File: src/rtl/wb_write_queue_pkg.sv
// ---------------------------------------------------------------------------
// wb_write_queue_pkg
//   Shared definitions for the writeback write queue: datapath widths, the
//   register indices that receive the two halves of a MUL result, the default
//   queue depth and the {dest, data} entry type.
// ---------------------------------------------------------------------------
package wb_write_queue_pkg;

    localparam int WORD_LEN          = 32;
    localparam int REG_FILE_ADDR_LEN = 5;
    localparam int LO_REG_IDX        = 13;
    localparam int HI_REG_IDX        = 12;
    localparam int WBQ_DEPTH         = 4;

    typedef struct packed {
        logic [REG_FILE_ADDR_LEN-1:0] dest;
        logic [WORD_LEN-1:0]          data;
    } wbq_entry_t;

endpackage

File: src/rtl/wb_write_queue_lookup.sv
// ---------------------------------------------------------------------------
// wbq_lookup
//   Youngest-match search over the pending entries of the write queue.
//   The entry arrays are presented in age order: index 0 is the oldest
//   (the head), higher indices are younger. Later matches override earlier
//   ones, so the result is the youngest pending value for the address.
//
// Ports:
//   dest  in  DEPTH x ADDR_LEN  entry destinations, age ordered
//   data  in  DEPTH x WORD_LEN  entry data, age ordered
//   vld   in  DEPTH             entry is pending
//   src   in  ADDR_LEN          lookup address (r0 never hits)
//   hit   out 1                 a pending entry matched
//   value out WORD_LEN          youngest matching data, zero when no hit
// ---------------------------------------------------------------------------
module wbq_lookup
    import wb_write_queue_pkg::*;
#(
    parameter int WORD_LEN = wb_write_queue_pkg::WORD_LEN,
    parameter int ADDR_LEN = REG_FILE_ADDR_LEN,
    parameter int DEPTH    = WBQ_DEPTH
) (
    input  logic [DEPTH-1:0][ADDR_LEN-1:0] dest,
    input  logic [DEPTH-1:0][WORD_LEN-1:0] data,
    input  logic [DEPTH-1:0]               vld,
    input  logic [ADDR_LEN-1:0]            src,
    output logic                           hit,
    output logic [WORD_LEN-1:0]            value
);

    always_comb begin
        hit   = 1'b0;
        value = '0;
        if (src != '0) begin
            for (int i = 0; i < DEPTH; i++) begin
                if (vld[i] && (dest[i] == src)) begin
                    hit   = 1'b1;
                    value = data[i];
                end
            end
        end
    end

endmodule

File: src/rtl/wb_write_queue.sv
// ---------------------------------------------------------------------------
// wb_write_queue
//   Collects retiring writeback results and serialises them onto the single
//   register file write port. A MUL result is expanded into two entries
//   (LO word first, then HI word). Pending entries are searchable by two
//   bypass lookup ports so decode sees values not yet written.
//
//   Optional build macro WBQ_COALESCE_EN: a non-MUL push whose destination
//   matches a pending non-head entry overwrites that entry's data in place
//   instead of allocating a new slot. Undefined: every write allocates.
//
// Ports:
//   clk, rst             clock, synchronous active-high reset
//   wb_valid/wb_ready    writeback handshake (ready needs two free slots)
//   wb_dest, wb_data     non-MUL destination and result (LO word for MUL)
//   wb_is_mul, wb_hi     MUL pair flag and high word
//   rf_stall             register file cannot take a write this cycle
//   rf_we/rf_dest/rf_data register file write port, driven from the head
//   lk_src1/2            bypass lookup addresses
//   lk_hit1/2, lk_data1/2 bypass result (youngest pending match)
//   occupancy            number of pending entries including the head
// ---------------------------------------------------------------------------
module wb_write_queue
    import wb_write_queue_pkg::*;
#(
    parameter int WORD_LEN = wb_write_queue_pkg::WORD_LEN,
    parameter int ADDR_LEN = REG_FILE_ADDR_LEN,
    parameter int DEPTH    = WBQ_DEPTH,
    parameter int LO_REG   = LO_REG_IDX,
    parameter int HI_REG   = HI_REG_IDX
) (
    input  logic                    clk,
    input  logic                    rst,

    input  logic                    wb_valid,
    output logic                    wb_ready,
    input  logic [ADDR_LEN-1:0]     wb_dest,
    input  logic [WORD_LEN-1:0]     wb_data,
    input  logic                    wb_is_mul,
    input  logic [WORD_LEN-1:0]     wb_hi,

    input  logic                    rf_stall,
    output logic                    rf_we,
    output logic [ADDR_LEN-1:0]     rf_dest,
    output logic [WORD_LEN-1:0]     rf_data,

    input  logic [ADDR_LEN-1:0]     lk_src1,
    input  logic [ADDR_LEN-1:0]     lk_src2,
    output logic                    lk_hit1,
    output logic                    lk_hit2,
    output logic [WORD_LEN-1:0]     lk_data1,
    output logic [WORD_LEN-1:0]     lk_data2,

    output logic [$clog2(DEPTH):0]  occupancy
);

    localparam int PW = $clog2(DEPTH);
    localparam int CW = PW + 1;

    // Entry storage: data only, never reset; validity comes from rptr/count.
    logic [ADDR_LEN-1:0] dest_mem [DEPTH];
    logic [WORD_LEN-1:0] data_mem [DEPTH];

    logic [PW-1:0] rptr;
    logic [PW-1:0] wptr;
    logic [PW-1:0] wptr_p1;
    logic [CW-1:0] count;
    logic [CW-1:0] count_next;
    logic [CW-1:0] free_slots;

    logic          accept;
    logic          acc_mul;
    logic          acc_one;
    logic          acc_coal;
    logic          pop;
    logic [1:0]    push_n;

    logic          co_hit;
    logic [PW-1:0] co_idx;

    // Age-ordered view of the queue, index 0 = head.
    logic [DEPTH-1:0][ADDR_LEN-1:0] ord_dest;
    logic [DEPTH-1:0][WORD_LEN-1:0] ord_data;
    logic [DEPTH-1:0]               ord_vld;

    // Ready depends only on registered count, so a pop in a full cycle
    // does not reopen the queue until the following cycle.
    assign free_slots = CW'(DEPTH) - count;
    assign wb_ready   = !rst && (free_slots >= CW'(2));
    assign accept     = wb_valid && wb_ready;

    assign acc_mul  = accept && wb_is_mul;
    assign acc_coal = accept && !wb_is_mul && (wb_dest != '0) && co_hit;
    assign acc_one  = accept && !wb_is_mul && (wb_dest != '0) && !co_hit;
    assign push_n   = acc_mul ? 2'd2 : (acc_one ? 2'd1 : 2'd0);

    assign rf_we   = !rst && (count != '0) && !rf_stall;
    assign pop     = rf_we;
    assign rf_dest = dest_mem[rptr];
    assign rf_data = data_mem[rptr];

    assign occupancy  = rst ? '0 : count;
    assign count_next = count + CW'(push_n) - CW'(pop);
    assign wptr_p1    = wptr + PW'(1);

    always_comb begin
        for (int i = 0; i < DEPTH; i++) begin
            ord_dest[i] = dest_mem[rptr + PW'(i)];
            ord_data[i] = data_mem[rptr + PW'(i)];
            ord_vld[i]  = !rst && (CW'(i) < count);
        end
    end

`ifdef WBQ_COALESCE_EN
    // Search younger-than-head entries only: the head may be written to the
    // register file this very cycle, so it must not be modified.
    always_comb begin
        co_hit = 1'b0;
        co_idx = '0;
        for (int i = 1; i < DEPTH; i++) begin
            if (ord_vld[i] && (ord_dest[i] == wb_dest)) begin
                co_hit = 1'b1;
                co_idx = rptr + PW'(i);
            end
        end
    end
`else
    assign co_hit = 1'b0;
    assign co_idx = '0;
`endif

    // Control state: pointers and count.
    always_ff @(posedge clk) begin
        if (rst) begin
            rptr  <= '0;
            wptr  <= '0;
            count <= '0;
        end else begin
            rptr  <= rptr + PW'(pop);
            wptr  <= wptr + PW'(push_n);
            count <= count_next;
        end
    end

    // Entry storage writes; accept already excludes reset via wb_ready.
    always_ff @(posedge clk) begin
        if (acc_mul) begin
            dest_mem[wptr]    <= ADDR_LEN'(LO_REG);
            data_mem[wptr]    <= wb_data;
            dest_mem[wptr_p1] <= ADDR_LEN'(HI_REG);
            data_mem[wptr_p1] <= wb_hi;
        end else if (acc_one) begin
            dest_mem[wptr]    <= wb_dest;
            data_mem[wptr]    <= wb_data;
        end else if (acc_coal) begin
            data_mem[co_idx]  <= wb_data;
        end
    end

    wbq_lookup #(
        .WORD_LEN (WORD_LEN),
        .ADDR_LEN (ADDR_LEN),
        .DEPTH    (DEPTH)
    ) u_lookup1 (
        .dest  (ord_dest),
        .data  (ord_data),
        .vld   (ord_vld),
        .src   (lk_src1),
        .hit   (lk_hit1),
        .value (lk_data1)
    );

    wbq_lookup #(
        .WORD_LEN (WORD_LEN),
        .ADDR_LEN (ADDR_LEN),
        .DEPTH    (DEPTH)
    ) u_lookup2 (
        .dest  (ord_dest),
        .data  (ord_data),
        .vld   (ord_vld),
        .src   (lk_src2),
        .hit   (lk_hit2),
        .value (lk_data2)
    );

endmodule

File: config.mk
export PLATFORM = sky130hd
export DESIGN_NAME = wb_write_queue
export DESIGN_NICKNAME = d
export VERILOG_FILES = /design/src/rtl/wb_write_queue_pkg.sv /design/src/rtl/wb_write_queue_lookup.sv /design/src/rtl/wb_write_queue.sv
export SDC_FILE = /design/constraint.sdc
export NUM_CORES = 1
export LEC_CHECK = 0
export CAP_MARGIN = 20
export CORE_ASPECT_RATIO = 1.5
export CORE_MARGIN = 3
export CORE_UTILIZATION = 35
export DETAILED_ROUTE_END_ITERATION = 10
export GPL_TIMING_DRIVEN = 0
export PLACE_DENSITY = 0.66
export SYNTH_ARGS = -nofsm -noshare
export SYNTH_HDL_FRONTEND = slang
export SYNTH_SLANG_ARGS = --single-unit
export TNS_END_PERCENT = 1
File: constraint.sdc
create_clock -name clk -period 11.91 [get_ports clk]
set_input_delay 1.191 -clock clk [delete_from_list [all_inputs] [get_ports clk]]
set_output_delay 1.191 -clock clk [all_outputs]
set_load 0.03 [all_outputs]
==> metrics.txt <==
outcome=finished, final reports clean; Yosys top cell area share=28.2%; DRC=0; Die Y=248 um; setup_tns=0 ps; area taken by multi-input logic gates=8490 um2; Arrival @ worst endpoint=5330 ps; Post-DRT Antenna Nets=0; Tcrit/Tclk final=between 50% and 60%; Max Buffers Root-to-Sink=2; most common cell in the synthesized netlist=nor2_1; clock skew=13.4 ps; crit path kind=input pin to output port; Fmax=0.153 GHz; # rows=87; Setup Fix Bufs, Post-CTS=0; syn_area_per_cell=8.74 um2; share of layout cells above drive strength 1=approximately 15%; gr ovfl total=0; first-pass GRT wire length=a little over 90 mm; most area-hungry cell type in the Yosys netlist=edfxtp_1; Final Cell Area=16,800 um2; Slew headroom=21.4%; CTS tree=yes; Cell Area, Synth=roughly 14,000 um2; Max VDD drop=104 uV; Area after DPL=16,200 um2; root buf cell=clkbuf_16; Total GRT Usage=between 30% and 40%; WL final=64.9 mm; vias per cell=about 6.4; antenna fix cells=0; hold buffers post-CTS=0; core area=between 30,000 and 40,000 um2; worst slew pin tran=1180 ps; post-cts resize count=0; crit-path max FO=10; Leak Pwr=5.84 nW; vias in the first global route=around 14,000; DRT iter0 DRCs=1,788; nature of the critical path endpoint=output port; Routed WL per cell=28.6 um; post-layout min period=6520 ps; reg2reg start=count[1]; Synth Flop Type=edfxtp_1; Hold Crit Class=flop to flop; register area=4380 um2; Top-Level Pins=192; Starting Density=35.8%; 1st-pass router iterations=7; # nets final=1,859; die width=167 um; IO Port Bufs=181; Synth top cells by count=195 x nor2_1, 159 x nand2_1, 155 x mux2i_1, 151 x mux2_2, 128 x edfxtp_1; fillcell total=3,676; worst path required time=between 10,000 and 15,000 ps; CP Launch Point=rst; CTS sink count=155; WHS=approximately 560 ps; Area contributors post-synth=edfxtp_1 28%, mux2_2 12%, mux2i_1 11%; maxcap violations=0; Mapped Cells=1,559; Area growth, synth to finish=23.4%; Post-synth ARST share=0%; dpl hpwl=47.6 mm; via count=between 10,000 and 15,000; # setup viols final=0; Num CTS Buffers=17; CTS HTree Levels=4; power density over cell area=163 nW/um2; Clock Latency Late Sink=470 ps; global placement routability congestion=0.999; number of synthesized flops with an enable pin=128; Die Area=41,400 um2; initial antenna violation count=0; crit start category=input pin; sequential area share after synthesis=32.2%; final hold violation count=0; Yosys cell types=56; syn_nets=1,652; RSZ-0062 raised after global routing=no; hold_sp=dest_mem[3][2]; Clock Pin Slew Worst Setup and Hold Paths=roughly 60 ps; Final Slew Violations=0; Yosys reg bits=between 150 and 200; synth warn=0; largest net degree at the start of global routing=23
==> worst max-delay path, stage by stage <==
cell and delay [ps]:
clkdlybuf4s50_1 610, nor2_1 210, a21oi_1 400, or3_1 200, clkbuf_1 460, a21boi_1 340, buf_2 310, buf_2 310
a31oi_1 130, nor3_1 390, clkdlybuf4s50_1 760
==> registers in the layout (all words and copies together) (netlist names) <==
register  count
count         3
wptr          2
data_mem    128
rptr          2
dest_mem     20
==> layout by cell type (no fill, tap or decap), drive strengths merged, types with 22 or more instances in the layout <==
cell	Yosys	layout
o21ai	71	71
buf	61	68
dfxtp	27	27
a31oi	89	89
a21oi	64	64
mux2	151	151
clkbuf	86	107
nor2	195	195
nor3	125	125
mux2i	156	156
xnor2	30	30
edfxtp	128	128
nand2	159	159
clkdlybuf4s50	0	181
a21o	22	22
==> kinds of logic (layout without fill, tap and decap cells) <==
| logic type | Yosys count | after routing | synth area share [%] |
|---|---|---|---|
| buffers and inverters | 163 | 383 | 5.59 |
| AND/OR/NAND/NOR | 532 | 532 | 16.9 |
| AO/OA/AOI/OAI | 335 | 335 | 15.6 |
| multiplexers | 318 | 318 | 25.8 |
| XOR/XNOR | 47 | 47 | 3.02 |
| flip-flops | 155 | 155 | 32.2 |
| adder cells (fa/ha/maj) | 9 | 9 | 0.882 |
==> power by group <==
part           switching, mW  internal (mW)
Clock                  0.244          0.304
Sequential             0.108          0.698
Combinational          0.856          0.532
Total                   1.21           1.53
==> metrics by stage <==
| step | std cells | setup WS (ps) | power [mW] | util [%] |
|---|---|---|---|---|
| after floorplan | 1559 | 6960 | 1.63 | - |
| after global placement | 2229 | 4240 | 2.13 | 42.2 |
| after detailed placement | 2236 | 5450 | 2.17 | 42.7 |
| after CTS | 2268 | 5430 | 2.71 | 44.2 |
| after global routing | 2268 | 5320 | 2.84 | 44.2 |
| final | 2268 | 5390 | 2.74 | 44.2 |
==> metal layers <==
layer	vias up	wire length, um	track usage, %
met5	-	0	0
met1	6926	22000	33.1
met4	0	5380	21.0
met2	1046	31500	52.6
li1	6151	-	-
met3	323	6080	6.26
==> final timing paths <==
kind,slack [ps],endpoint,cells past startpoint
setup / recovery,5390,lk_data1[24],11
hold reg to reg,560,dest_mem[3][2],1
hold / removal,560,dest_mem[3][2],1
setup reg to reg,7300,data_mem[3][12],10
==> area by class of cell <==
| cell class | count | share of cell area (%) |
|---|---|---|
| Buffer | 147 | 4.17 |
| Clock buffer | 21 | 2.99 |
| Clock inverter | 11 | 0.476 |
| Inverter | 16 | 0.357 |
| Multi-Input combinational cell | 1241 | 50.5 |
| Sequential cell | 155 | 26.1 |
| Tap cell | 489 | 3.64 |
| Timing Repair Buffer | 188 | 11.7 |
Power figures use the tool's default switching activity.
==> patch 1, RTL diff (same flow settings) <==
Add a define of `WBQ_COALESCE_EN`.
--- a/src/rtl/wb_write_queue.sv
+++ b/src/rtl/wb_write_queue.sv
@@ -20,6 +20,8 @@
 //   lk_hit1/2, lk_data1/2 bypass result (youngest pending match)
 //   occupancy            number of pending entries including the head
 // ---------------------------------------------------------------------------
+`define WBQ_COALESCE_EN
+
 module wb_write_queue
     import wb_write_queue_pkg::*;
 #(
Formal check against the unedited RTL: not equivalent (Yosys sat finds a counterexample within 4 cycles, from zero or initial values and one cycle with rst high).
==> patch 1 against the original RTL <==
- design area is 5.8% higher
- core utilization decreased by 1.1 points
- area after synthesis rose by 7.3%
- wire length is 4.3% lower
- worst setup slack lost 0.10 ns
- critical path depth unchanged
- sequential share of layout area shrank 1.4 points
- first-iteration DRC count rose by 24%
- hold slack got worse by 0.015 ns
- power is 4.1% higher
- cell count down 0.88%
- sequential cell count unchanged
- critical endpoint is now lk_data2[29]
- largest cell class unchanged
- highest routed layer unchanged
==> patch 1: results (changes against the original RTL) <==
metric,value,unit,change
hpwlAfterDp,45200,um,-4.9%
ys_top_cells_by_count,"mux2_2 (133), edfxtp_1 (128), nand2_1 (124)",,
routedWlPerCell,27.6,um,-3.5%
synth_seq_area_share,30.0,%,-2.2 points
synth.distinct_cells,58,,+3.6%
grt_use_met2,46.1,%,-6.5 points
clk_pin_slew,0.08,ns,+0.02 ns
placed_cells,2215,,-0.94%
r2r-start,rptr[0]$_SDFF_PP0_,,
antenna_found_initial,1,,+1
worstHoldStart,dest_mem[1][3]$_SDFFE_PP1P_,,
drt_iter0_drc,2213,,+24%
nNetsFinal,1769,,-4.8%
grt_max_degree,19,,-17%
drive_above_1_share,17.5,%,+2.1 points
vdd_drop_max,0.111,mV,+6.7%
skew,0.0142,ns,+0.000804 ns
finalNonFillerCells,2248,,-0.88%
synth.top_cell.area_share,26.3,%,-1.9 points
place_congestion,0.950,,-4.9%
grt_use_met1,31.5,%,-1.6 points
wl_met3,6030,um,-0.92%
grt_pass1_wl,92100,um,-0.98%
status,"complete, no violations",,
netlist_top_cells_area,"edfxtp_1 (26%), mux4_2 (12%), mux2_2 (10%), a2bb2oi_1 (6.8%), a21oi_1 (3.8%)",,
syn-num-nets,1569,,-5.0%
dpl_cell_area,0.0172,mm^2,+6.1%
cp_data_arrival_time,5.44,ns,+0.11 ns
met3_usage,5.45,%,-0.81 points
numPortBuffers,177,,-2.2%
==> patch 1: cell count changes after synthesis, moves of 48 or more <==
cell | before | now
mux2i_1 | 155 | 38
a21oi_1 | 64 | 112
a31oi_1 | 89 | 5
nor2_1 | 195 | 121
a221oi_1 | 3 | 58
a2bb2oi_1 | 16 | 114
mux4_2 | 11 | 77
nor3_1 | 124 | 11
a211oi_1 | 0 | 60
==> patch 1: logic make-up after synthesis <==
family,after synthesis,synth area share (%)
adders and majority gates,9,0.822
AOI/OAI and AO/OA,490,25.7
and+or+nand+nor,310,9.29
xor gates and xnor gates,60,3.60
DFF,155,30.0
buffers and inverters,204,5.85
muxes,248,24.7
==> patch 1: where the power goes <==
group          switching (mW)  internal [mW]
sequential              0.108          0.698
clock                   0.276          0.279
combinational           0.859          0.634
total                    1.24           1.61
==> patch 1: final timing paths <==
check | slack [ns] | cells past startpoint | endpoint
setup reg to reg | 7.11 | 11 | data_mem[0][22]$_DFFE_PP_
hold reg to reg | 0.54 | 1 | dest_mem[1][3]$_SDFFE_PP1P_
hold / removal | 0.54 | 1 | dest_mem[1][3]$_SDFFE_PP1P_
setup / recovery | 5.28 | 11 | lk_data2[29]
==> patch 1: through the flow <==
step	total power, mW	setup WS, ns	hold WS, ns	utilization [%]
final	2.85	5.28	0.545	43.2
after global routing	2.96	5.19	0.571	43.2
after CTS	2.83	5.51	0.538	43.1
after detailed placement	2.28	5.64	0.528	41.8
after global placement	2.24	2.94	0.522	41.4
after floorplan	1.76	6.30	0.482	-
==> patch 1: cell type report <==
type                            count  area, um^2
Fill cell                        4035       23400
Antenna cell                        1        2.50
Clock buffer                       17         425
Timing Repair Buffer              181        1860
Tap cell                          558         698
Inverter                           42         158
Buffer                            162         697
Multi-Input combinational cell   1117        9420
Clock inverter                     15         144
Sequential cell                   155        4380
==> patch 2, RTL diff (same settings) <==
Made on the original files. Reset style: asynchronous (`rst`), changed in one clocked block. Comments in the files are not updated.
--- a/src/rtl/wb_write_queue.sv
+++ b/src/rtl/wb_write_queue.sv
@@ -130,7 +130,7 @@
 `endif
 
     // Control state: pointers and count.
-    always_ff @(posedge clk) begin
+    always_ff @(posedge clk or posedge rst) begin
         if (rst) begin
             rptr  <= '0;
             wptr  <= '0;
Check against the original RTL: differs if rst is asserted again (counterexample within 4 cycles, from zero or initial values and one cycle with rst high); with rst held inactive, the same outputs for 4 cycles.
==> patch 2 against the original RTL <==
- register-to-register slack got worse by 0.03 ns
- sequential cell count did not move
- wire length rose by 16%
- clock skew is 0.00069 ns lower
- worst setup slack lost 0.46 ns
- area after synthesis up 9.7%
- design area up 7.9%
Power is not compared: it rests on default switching activity, and its combinational part moved more than twofold at a synthesized area within 25%.
==> patch 2: results (changes against the original RTL) <==
metric,value,unit,change
status,"complete, no violations",,
hp-class,flip-flop to flip-flop,,
synth.distinct_cells,59,,+5.4%
place_ws,5.07,ns,-0.379 ns
min_to,wptr[0]$_DFF_PP0_,,
numPortBuffers,181,,unchanged
hpwlAfterDp,54200,um,+14%
maxCapViolCount,0,,unchanged
route.vias.total,16100,,+11%
r2r_slack,7.27,ns,-0.03 ns
hold_ws,0.508,ns,-0.0526 ns
grt_pass1_wl,107000,um,+15%
cp_data_arrival_time,5.80,ns,+0.47 ns
skew,0.0128,ns,-0.000690 ns
r2r-end,data_mem[2][10]$_DFFE_PP_,,
worst_slew_pin_slew,1.18,ns,+0.00402 ns
ys_top_cells_by_count,"nor2_1 (206), mux2_2 (180), mux2i_1 (166)",,
finalNonFillerCells,2430,,+7.1%
nNetsFinal,1946,,+4.7%
crit_end,lk_data2[7],,
synth_compound_area_share,21.6,%,+6.0 points
synth_seq_area_share,29.6,%,-2.6 points
r2r.worst_path.cells,11,,+1
crit_path_start,lk_src2[0],,
routed_wirelength,75200,um,+16%
min_period_over_period,58.7,%,+3.9 points
synth_fa_ha_area_share,0.804,%,-0.078 points
cp_max_fo,10,,unchanged
async_reset_ff_share,4.52,%,+4.5 points
synth_top_flop_cell,edfxtp_1,,
drive_above_1_share,16.4,%,+1.1 points
drt_first_pass_iters,8,,+1
cp_slowest_stage_delay,0.78,ns,+0.02 ns
placed_cells,2397,,+7.2%
r2r-start,count[1]$_DFF_PP0_,,
syn-num-nets,1740,,+5.3%
syn_area_per_cell,9.07,um^2,+3.9%
largest_registers,"data_mem x128, dest_mem x20, count x3",,
netlist_top_cells_area,"edfxtp_1 (26%), mux2_2 (14%), mux2i_1 (11%), nor2_1 (5.2%), a21oi_1 (4.0%)",,
worstHoldStart,wptr[0]$_DFF_PP0_,,
muxShareOfSynthArea,28.8,%,+3.0 points
drt_iter0_drc,1851,,+3.5%
grt_max_degree,20,,-13%
antenna_found_initial,1,,+1
grt_usage,32.0,%,+1.8 points
critPathTopFamily,buffers and inverters,,
yosys_warnings,0,,unchanged
cts_max_level,4,,unchanged
place_congestion,1.05,,+5.2%
setup-tns-final,0,ns,unchanged
synth_xor_area_share,2.81,%,-0.21 points
clkPwrFrac,11.5,%,
[patch 2: changes by cell type after synthesis, sizes merged, moves of 28 or more]
cell,unedited run,this run
mux2,151,191
a211o,6,34
nand2,159,28
a21oi,64,128
a211oi,0,34
o21ai,71,123
clkbuf,86,125
nor3,125,48
a31oi,89,43
[patch 2: metal layers]
layer	wire, um	global-route usage [%]
met1	27100	36.6
met2	34800	52.5
met3	6860	6.82
met4	6380	24.0
met5	13	0
[patch 2: area by class of cell]
| cell class | instances | area (um^2) |
|---|---|---|
| fillers | 4197 | 24000 |
| multi-input cells | 1302 | 9760 |
| flip-flops and latches | 155 | 4420 |
| repair buffers | 187 | 1910 |
| plain buffers | 177 | 733 |
| well taps | 564 | 706 |
| clock buffers | 18 | 429 |
| clock inverters | 14 | 131 |
| inverters | 13 | 48.8 |
